<file path="src/rtl/id_ex_stage.sv">
// ID/EX pipeline slot: holds one decoded instruction, stalls on load-use,
// and presents forwarded, source-selected ALU operands combinationally.
`ifndef ALU_FUNC_BIT
`define ALU_FUNC_BIT 4
`endif

module id_ex_stage #(
  parameter int BIT = 32,
  parameter int FW  = `ALU_FUNC_BIT
) (
  input  logic           clk,
  input  logic           rst_n,
  input  logic           flush,
  input  logic           in_valid,
  output logic           in_ready,
  input  logic [BIT-1:0] in_pc,
  input  logic [BIT-1:0] in_rs1,
  input  logic [BIT-1:0] in_rs2,
  input  logic [BIT-1:0] in_imm,
  input  logic [4:0]     in_rs1_addr,
  input  logic [4:0]     in_rs2_addr,
  input  logic [4:0]     in_rd_addr,
  input  logic [1:0]     in_sel,
  input  logic [FW-1:0]  in_ALUFunc,
  input  logic [1:0]     in_ctrl,
  input  logic [4:0]     mem_rd_addr,
  input  logic [1:0]     mem_ctrl,
  input  logic [BIT-1:0] mem_data,
  input  logic [4:0]     wb_rd_addr,
  input  logic           wb_rd_we,
  input  logic [BIT-1:0] wb_data,
  output logic           out_valid,
  input  logic           out_ready,
  output logic [BIT-1:0] dataA,
  output logic [BIT-1:0] dataB,
  output logic [FW-1:0]  ALUFunc,
  output logic [4:0]     out_rd_addr,
  output logic [1:0]     out_ctrl,
  output logic [BIT-1:0] out_store_data
);

  logic           valid_q, valid_d;
  logic [BIT-1:0] pc_q, pc_d, rs1_q, rs1_d, rs2_q, rs2_d, imm_q, imm_d;
  logic [4:0]     rs1_addr_q, rs1_addr_d, rs2_addr_q, rs2_addr_d, rd_addr_q, rd_addr_d;
  logic [1:0]     sel_q, sel_d, ctrl_q, ctrl_d;
  logic [FW-1:0]  func_q, func_d;
  logic           hazard;
  logic [BIT-1:0] fwd_rs1, fwd_rs2;

  // A load in the slot cannot feed the instruction behind it without one bubble.
  assign hazard = valid_q && ctrl_q[1] && (rd_addr_q != 5'd0) && in_valid &&
                  ((rd_addr_q == in_rs1_addr) || (rd_addr_q == in_rs2_addr));
  assign in_ready = (!valid_q || out_ready) && !hazard;

  always_comb begin
    valid_d    = valid_q;
    pc_d       = pc_q;
    rs1_d      = rs1_q;
    rs2_d      = rs2_q;
    imm_d      = imm_q;
    rs1_addr_d = rs1_addr_q;
    rs2_addr_d = rs2_addr_q;
    rd_addr_d  = rd_addr_q;
    sel_d      = sel_q;
    ctrl_d     = ctrl_q;
    func_d     = func_q;
    if (flush) begin
      valid_d = 1'b0;
    end else if (in_valid && in_ready) begin
      valid_d    = 1'b1;
      pc_d       = in_pc;
      rs1_d      = in_rs1;
      rs2_d      = in_rs2;
      imm_d      = in_imm;
      rs1_addr_d = in_rs1_addr;
      rs2_addr_d = in_rs2_addr;
      rd_addr_d  = in_rd_addr;
      sel_d      = in_sel;
      ctrl_d     = in_ctrl;
      func_d     = in_ALUFunc;
    end else if (valid_q && out_ready) begin
      valid_d = 1'b0;
    end
  end

  always_ff @(posedge clk or negedge rst_n) begin
    if (!rst_n) begin
      valid_q    <= 1'b0;
      pc_q       <= '0;
      rs1_q      <= '0;
      rs2_q      <= '0;
      imm_q      <= '0;
      rs1_addr_q <= '0;
      rs2_addr_q <= '0;
      rd_addr_q  <= '0;
      sel_q      <= '0;
      ctrl_q     <= '0;
      func_q     <= '0;
    end else begin
      valid_q    <= valid_d;
      pc_q       <= pc_d;
      rs1_q      <= rs1_d;
      rs2_q      <= rs2_d;
      imm_q      <= imm_d;
      rs1_addr_q <= rs1_addr_d;
      rs2_addr_q <= rs2_addr_d;
      rd_addr_q  <= rd_addr_d;
      sel_q      <= sel_d;
      ctrl_q     <= ctrl_d;
      func_q     <= func_d;
    end
  end

  // MEM result wins over WB; a load in MEM has no data yet, so it never forwards.
  function automatic logic [BIT-1:0] forward(input logic [4:0] addr, input logic [BIT-1:0] reg_val);
    logic [BIT-1:0] r;
    r = reg_val;
    if (addr != 5'd0) begin
      if (mem_ctrl[0] && !mem_ctrl[1] && (mem_rd_addr == addr))
        r = mem_data;
      else if (wb_rd_we && (wb_rd_addr == addr))
        r = wb_data;
    end
    return r;
  endfunction

  always_comb begin
    fwd_rs1 = forward(rs1_addr_q, rs1_q);
    fwd_rs2 = forward(rs2_addr_q, rs2_q);
  end

  assign out_valid      = valid_q;
  assign dataA          = sel_q[0] ? pc_q : fwd_rs1;
  assign dataB          = sel_q[1] ? imm_q : fwd_rs2;
  assign out_store_data = fwd_rs2;
  assign ALUFunc        = func_q;
  assign out_rd_addr    = rd_addr_q;
  assign out_ctrl       = valid_q ? ctrl_q : 2'b00;

endmodule

</file>
<file path="config.mk">
export PLATFORM = sky130hd
export DESIGN_NAME = id_ex_stage
export DESIGN_NICKNAME = d
export VERILOG_FILES = /design/src/rtl/id_ex_stage.sv
export SDC_FILE = /design/constraint.sdc
export NUM_CORES = 1
export LEC_CHECK = 0
export ABC_AREA = 1
export CORE_MARGIN = 2
export CORE_UTILIZATION = 30
export CTS_BUF_LIST = sky130_fd_sc_hd__clkbuf_4
export DETAILED_ROUTE_END_ITERATION = 10
export GPL_TIMING_DRIVEN = 0
export SLEW_MARGIN = 20
export SYNTH_ARGS = -nofsm -noshare
export SYNTH_HDL_FRONTEND = slang
export SYNTH_SLANG_ARGS = --single-unit
export TNS_END_PERCENT = 20
</file>
<file path="constraint.sdc">
create_clock -name clk -period 1.9 [get_ports clk]
set_input_delay 0.38 -clock clk [delete_from_list [all_inputs] [get_ports clk]]
set_output_delay 0.38 -clock clk [all_outputs]
set_load 0.03 [all_outputs]
</file>
==> summary.txt, run 1 <==
Routing
  • Post-Route WL: around 45 mm
  • First-pass iteration count of the detailed router: 5
  • Initial DRC count: roughly 890
  • Average wire per standard cell: 19.8 um
  • Antenna Nets Post-Route: 0
  • DRC Markers: 0
  • Vias: 11302
  • Vias per cell: 4.94

Die
  • Initial Util: between 30% and 40%
  • Placement row count: 65
  • Die Width: 182 um
  • I/O pin cnt: 342
  • Core area: 0.0313 mm2
  • Die Area: 0.0331 mm2
  • DIE HEIGHT: 182 um

Final layout
  • Fraction of layout cells with a size suffix above 1: between 30 and 40%
  • Post-layout util: around 52%
  • Area delta synth->final: 71.8%
  • Final #Nets: 2099

Setup path
  • Slowest cell on crit path: dfrtp_2
  • Buffers and inverters on the worst path: 3
  • Crit path launch: rs1_addr_q[3]
  • CP required: 1.52 ns
  • Crit path launch type: register
  • Worst Setup End Kind: output pin
  • Arrival time worst endpoint: approximately 2.5 ns
  • CP Capture Point: dataA[10]
  • Slowest stage delay, CP: 0.48 ns
  • Kind of critical path: register to output pin
  • Reg-to-reg endpoint: rs1_q[2]
  • Worst Path Max Fanout: 7
  • Worst-case reg-to-reg path depth: 10
  • R2R setup slack: -0.02 ns
  • Crit path cell chain: buf_4, nand2_1, nand2_1, nor2_1, nand3_2, nand2_8, nand2_8, buf_6, nand2_1, nand2_2, o21ai_4, buf_6
  • RR Startpoint: out_rd_addr[3]
  • Crit path top cell by count: nand2_1
  • CP delay by family, top: simple AND/OR/NAND/NOR gates
  • Crit path depth: 12

STA
  • Final Skew: 0.0355 ns
  • F_max: 346 MHz
  • Final Critical Period: roughly 2.9 ns
  • Hold Fails Final Rpt: 0
  • Unrepaired setup endpoints after global routing: yes
  • Setup violators final: 106
  • Worst slew margin: 53.7%
  • Worst-margin pin slew: approximately 0.69 ns
  • Setup TNS: -89.52 ns
  • Max Transition Viols Final: 0
  • Final period utilization: 152%
  • Final WS setup: -0.988 ns

Logic synthesis
  • Largest family of logic cells by synthesized area: simple AND/OR/NAND/NOR gates
  • Multiplexer share of the synthesized area: 0%
  • Mapped Nets: between 1500 and 2000
  • Netlist cell types: 26
  • Synth area leaders: dfrtp_1 40%, nand2_1 25%, nand3_1 12%, nand4_1 4.1%, inv_1 3.6%
  • Post-Synth Adder-Cell Area: 0%
  • Mapped cell area: 0.00948 mm2
  • Post-Syn Instances: 1453
  • Area leader, netlist: dfrtp_1
  • Synthesis Warnings: 0
  • Compound-gate portion of the synthesized area: between 3 and 4%
  • Sequential fraction of the synthesis area: 40.1%
  • Synthesized area per cell: 6.53 um2
  • Simple-gate portion of the synthesized area: a little under half
  • Xor and xnor fraction of the mapped netlist area: 0.646%
  • FF+latch count, synth: 152
  • Yosys top cell area share: about two fifths

Power and ir drop
  • Gate power share: approximately half
  • Internal: ~0.0073 W
  • PD cells: 782 mW/mm2
  • Sw Share: 42.9%
  • Power Total: 0.0127 W
  • Worst IR Drop VDD: 0.471 mV
  • Clock power share: approximately 18%
  • LEAKAGE: ~8 nW
  • Share of power burned in registers: 31.9%
  • Switch Pwr: 0.00546 W

Clock network
  • Clock sink count: 152
  • TritonCTS clock tree: yes
  • Clock transition at path regs: around 0.17 ns
  • Clock Path Buffers: 2
  • Clk root buf: clkbuf_4
  • CTS Buf Count: 17
  • Worst-Skew Late Latency: 0.60 ns
  • H-tree depth: 4

Place
  • GPL Wtd Cong: 0.917
  • Buffers on Ports: 341
  • Pre-CTS setup slack: -1.78 ns
  • Final HPWL DP: 34.5 mm

Global route
  • Most Crowded Layer GR: met2
  • Vias in the first global route: 11253
  • GRT Resource Usage Total: approximately 27%
  • Grt ovf: 0
  • Met1 usage: ~34%
  • M3 GR Usage: approximately 7.3%
  • Met2 GRT Util: 45.2%
  • First-pass GRT wire length: 66.9 mm
  • Largest net degree at the start of global routing: 92
  • Initial antenna violation count: 8

Min path
  • Worst Hold Class: primary input to async pin

Status
  • Failing checks: negative setup slack
  • Outcome: finished, violations left

Job
  • Max Cap Viol: 0
through the flow:
step | std cells | hold slack [ns] | cell area (um2)
after global placement | 2196 | 0.462 | 13600
after global routing | 2286 | 0.274 | 16300
after detailed placement | 2197 | 0.358 | 13700
final | 2286 | 0.280 | 16300
after floorplan | 1453 | 0.0844 | 9720
after CTS | 2273 | 0.276 | 15400
per-layer routing:
layer	vias up	share of wire, %	wire length, um
li1	5468	-	-
met1	5378	42	19200
met2	389	48	21700
met3	61	7.4	3340
met4	6	2.0	923
met5	-	0.088	40
worst min path at each step:
| stage | start | cells after the start | to | slack, ns |
|---|---|---|---|---|
| CTS | in_imm[12] | 3 | imm_q[12] | 0.28 |
| global route | in_imm[7] | 3 | imm_q[7] | 0.27 |
| finish | rst_n | 2 | ALUFunc[0] | 0.28 |
| detailed placement | rst_n | 1 | ALUFunc[0] | 0.36 |
| global placement | pc_q[7] | 2 | pc_q[7] | 0.46 |
| floorplan | rst_n | 0 | ALUFunc[0] | 0.08 |
kinds of logic after synthesis:
family	count (synthesis)
and+or+nand+nor	1020
buffers and inverters	200
xor gates and xnor gates	7
AOI/OAI and AO/OA	74
DFF	152
what timing repair did:
item | CTS | global route
pin swaps | 83 | 97
gates cloned | 9 | 5
hold buffers | 1 | 0
buffers inserted | 34 | 9
hold endpoints to repair | 61 | 0
endpoints found under the setup margin | 259 | 259
gates resized for setup | 938 | 271
power groups by stage:
stage	clock network, W	logic, W	registers [W]
2_1_floorplan	0	0.00292	0.00408
3_3_place_gp	0	0.00527	0.00410
3_5_place_dp	0	0.00529	0.00411
4_1_cts	0.00230	0.00600	0.00404
5_1_grt	0.00243	0.00687	0.00411
6_report	0.00227	0.00641	0.00406
synthesized netlist by cell type:
cell,instances
nand2_1,632
nand3_1,225
dfrtp_1,152
inv_1,92
nand4_1,62
nor2_1,60
o21ai_1,56
clkbuf_1,50
and2_1,31
buf_2,30
o21ai_0,15
buf_4,13
buf_1,6
inv_2,6
xor2_1,5
buf_6,3
a21oi_1,2
nand3_2,2
nor2_2,2
nor3_1,2
xnor2_1,2
a21boi_2,1
nand2_2,1
nand2_4,1
nor2_4,1
or2_2,1
flip-flops by register name, summed over array words and instances (netlist names):
| register | flops |
|---|---|
| imm_q | 32 |
| pc_q | 32 |
| rs1_q | 32 |
| rs2_q | 32 |
| out_rd_addr | 5 |
| rs1_addr_q | 5 |
| rs2_addr_q | 5 |
| ALUFunc | 4 |
| ctrl_q | 2 |
| sel_q | 2 |
| out_valid | 1 |
placed cells by master, fill, tap and decap left out, types with 3 or more instances in the layout:
master           instances
nand2_1                541
clkdlybuf4s50_1        231
nand3_1                163
dfrtp_1                141
buf_6                  112
inv_1                   88
nand2_2                 79
nand4_1                 62
buf_4                   58
nand3_2                 57
o21ai_2                 35
nor2_4                  32
and2_4                  31
o21ai_4                 30
clkbuf_1                26
nor2_1                  25
clkbuf_4                23
buf_8                   16
buf_2                   14
nand2_4                 11
dfrtp_2                 11
inv_2                   10
dlymetal6s2s_1           9
nand3_4                  8
clkbuf_2                 6
nor2_2                   6
buf_12                   6
diode_2                  5
xor2_1                   5
nand2_8                  4
clkbuf_16                4
inv_6                    4
clkinv_4                 4
o21ai_1                  3
buf_16                   3
o21ai_0                  3
final cells by class:
type,instances,area [um2]
Multi-Input combinational cell,1103,6350
Clock buffer,18,135
Fill cell,3030,15000
Inverter,98,368
Antenna cell,5,12.5
Sequential cell,152,3820
Buffer,97,808
Tap cell,402,503
Clock inverter,14,161
Timing Repair Buffer,397,4140
(Power assumes the default switching activity.)
==> run 2, diff against run 1 <==
==> constraint.sdc (replaced) <==
create_clock -name clk -period 2.8 [get_ports clk]
set_input_delay 0.56 -clock clk [delete_from_list [all_inputs] [get_ports clk]]
set_output_delay 0.56 -clock clk [all_outputs]
set_load 0.03 [all_outputs]
==> run 2 against run 1 <==
  * Final area down 7.5%
  * Hold slack improved by 0.21 ns
  * Worst setup slack better by 0.71 ns
  * Non-clock buffer count fell by 20
  * Sequential share of layout area up 1.9 points
  * The flow still finishes with violations (negative setup slack)
  * Core utilization is 3.9 points lower
  * Largest cell class unchanged
  * Largest power group unchanged
  * Global-route usage shrank 0.37 points
  * Final cell count fell by 1.1%
  * Critical path type is now primary input to output pin
  * Routed wire length is 1.2% lower
  * Critical path depth down 2
  * Sequential power shrank 32%
  * Critical endpoint is now out_store_data[5]
==> summary.txt, run 2 (synthesized netlist as in run 1, its figures left out) <==
Status
  • Outcome: finished, violations left
  • Failing checks: negative setup slack

Setup path
  • Kind of critical path: primary input to output pin
  • Worst Setup End Kind: output pin
  • Worst-case reg-to-reg path depth: 12 (+2)
  • CP required: 2.24 ns (+0.72 ns)
  • Slowest stage delay, CP: 0.58 ns (+0.10 ns)
  • Slowest cell on crit path: clkdlybuf4s50_1
  • Arrival time worst endpoint: 2.52 ns (about the same)
  • Crit path cell chain: clkdlybuf4s50_1, nand2_1, nor2_2, nand3_4, buf_8, buf_4, o21ai_2, nand3_2, and2_4, buf_6
  • Crit path launch type: primary input
  • Worst Path Max Fanout: 8 (+1)

Global route
  • Initial antenna violation count: 6 (-2)
  • Largest net degree at the start of global routing: 81 (-12%)
  • GRT Resource Usage Total: 26.4% (-0.37 points)
  • Grt ovf: 0 (unchanged)
  • Vias in the first global route: 11222 (-0.28%)
  • First-pass GRT wire length: 65.9 mm (-1.5%)

Job
  • Max Cap Viol: 0 (unchanged)

Power and ir drop
  • Gate power share: 49.0% (-1.3 points)
  • Switch Pwr: 0.00349 W (-36%)
  • LEAKAGE: 7.54 nW (-6.5%)
  • PD cells: 538 mW/mm2 (-31%)
  • Share of power burned in registers: 34.1% (+2.2 points)
  • Clock power share: 16.9% (-0.9 points)
  • Sw Share: 43.1% (+0.17 points)
  • Worst IR Drop VDD: 0.263 mV (-44%)
  • Internal: 0.00461 W (-37%)

STA
  • Worst slew margin: 40.3% (-13 points)
  • Hold WS: 0.494 ns (+0.214 ns)
  • Worst-margin pin slew: 0.895 ns (+0.200 ns)
  • Max Transition Viols Final: 0 (unchanged)
  • Unrepaired setup endpoints after global routing: yes
  • Final period utilization: 110%
  • F_max: ~320 MHz
  • Setup TNS: -18.86 ns (+70.66 ns)
  • Final WS setup: -0.278 ns (+0.710 ns)
  • Final Skew: 0.0345 ns (-0.00106 ns)
  • Hold Fails Final Rpt: 0 (unchanged)
  • Final Critical Period: between 3 and 4 ns
  • Setup violators final: 96 (-9.4%)

Clock network
  • H-tree depth: 4 (unchanged)
  • Clock transition at path regs: 0.12 ns (-0.05 ns)
  • Clock sink count: 152 (unchanged)
  • TritonCTS clock tree: yes
  • CTS Buf Count: 17 (unchanged)
  • Clk root buf: clkbuf_4
  • Worst-Skew Late Latency: 0.57 ns (-0.03 ns)
  • Clock Path Buffers: 2 (unchanged)

Final layout
  • Fill count: 3204 (+5.7%)
  • Final instance area: 0.0151 mm2 (-7.5%)
  • Most common cell after layout, fill and taps aside: nand2_1
  • Final #Nets: 2078 (-1.0%)
  • Fraction of layout cells with a size suffix above 1: 24.3% (-6.3 points)
  • Post-layout util: 48.1% (-3.9 points)
  • Most frequent cells in the layout: 567 x nand2_1, 232 x clkdlybuf4s50_1, 191 x nand3_1, 139 x dfrtp_1
  • Area delta synth->final: 58.9%

Die
  • I/O pin cnt: 342 (unchanged)
  • Core area: 0.0313 mm2 (unchanged)
  • Die Area: 0.0331 mm2 (unchanged)
  • Placement row count: 65 (unchanged)
  • DIE HEIGHT: 182 um (unchanged)
  • Die Width: 182 um (unchanged)
  • Initial Util: 30.3% (unchanged)

Routing
  • Average wire per standard cell: 19.8 um (about the same)
  • Post-Route WL: 44.7 mm (-1.2%)
  • DRC Markers: 0 (unchanged)
  • Initial DRC count: 815 (-8.2%)
  • Vias: 11332 (+0.27%)
  • Antenna Nets Post-Route: 0 (unchanged)
  • Vias per cell: 5.01 (+1.4%)
  • First-pass iteration count of the detailed router: 6 (+1)

Place
  • GPL Wtd Cong: 0.935 (+2.0%)
  • Buffers on Ports: 341 (unchanged)
  • Final HPWL DP: 33.9 mm (-1.7%)
  • Post-DP Area: 0.0134 mm2 (-1.8%)
  • Pre-CTS setup slack: -1.43 ns (+0.345 ns)

Min path
  • Hold Path Depth: 2
  • Worst Hold Class: register to register
-- run 2: changes by cell type in the layout (fill, tap and decap cells not counted), moves of 11 or more --
| cell | delta |
|---|---|
| buf_6 | -27 |
| nand2_2 | -23 |
| o21ai_4 | -30 |
| nor2_4 | -22 |
| nor2_1 | +11 |
| o21ai_1 | +27 |
| nand2_1 | +26 |
| nand3_2 | -25 |
| nor2_2 | +11 |
| nand3_1 | +28 |
| dlygate4sd2_1 | +11 |
| buf_2 | +15 |
-- run 2: area by class of cell --
class | count | area [um2] | area share, %
well taps | 402 | 503 | 3.34
multi-input cells | 1102 | 5580 | 37.0
plain buffers | 99 | 704 | 4.68
repair buffers | 375 | 3840 | 25.5
clock buffers | 17 | 128 | 0.847
flip-flops and latches | 152 | 3820 | 25.4
clock inverters | 14 | 124 | 0.822
inverters | 98 | 368 | 2.44
diodes | 2 | 5.00 | 0.0332
-- run 2: worst paths after layout --
kind | endpoint | slack, ns | start
worst max-delay path | out_store_data[5] | -0.28 | wb_rd_we
worst min-delay path | rs2_q[2] | 0.49 | rs2_q[2]
worst max register to register | sel_q[0] | 0.60 | out_rd_addr[4]
worst min register to register | rs2_q[2] | 0.49 | rs2_q[2]
max in group asynchronous | imm_q[15] | 1.46 | rst_n
min in group asynchronous | out_rd_addr[0] | 0.50 | rst_n
-- run 2: worst max-delay path, delay by kind of cell --
family / cells / cell delay, ns
buffers and inverters: 4 / 1.04
AND/OR/NAND/NOR: 5 / 0.77
AO/OA/AOI/OAI: 1 / 0.12
-- run 2: per-stage QoR --
step	total power [W]	std cells
global route	0.00855	2260
global placement	0.00623	2196
finish	0.00810	2261
floorplan	0.00464	1453
CTS	0.00774	2245
detailed placement	0.00626	2197
-- run 2: repair_timing --
action,4_1_cts,5_1_grt
pin swaps,35,52
endpoints found under the setup margin,97,97
hold endpoints to repair,61,0
cloned,4,4
buffers inserted,13,12
hold buffers,1,0
resized for setup,769,259
-- run 2: power groups by stage --
| stage | sequential [W] | combinational [W] | clock, W |
|---|---|---|---|
| final | 0.00277 | 0.00397 | 0.00137 |
| after global routing | 0.00280 | 0.00425 | 0.00149 |
| after CTS | 0.00276 | 0.00359 | 0.00140 |
| after global placement | 0.00278 | 0.00345 | 0 |
| after floorplan | 0.00277 | 0.00188 | 0 |
| after detailed placement | 0.00278 | 0.00347 | 0 |
-- run 2: per-layer routing --
layer,GRT usage [%],share of wire [%],up-vias
met3,6.44,7.6,61
li1,-,-,5415
met2,42.1,46,464
met1,35.5,44,5386
met4,7.74,2.5,6
met5,0,0.087,-
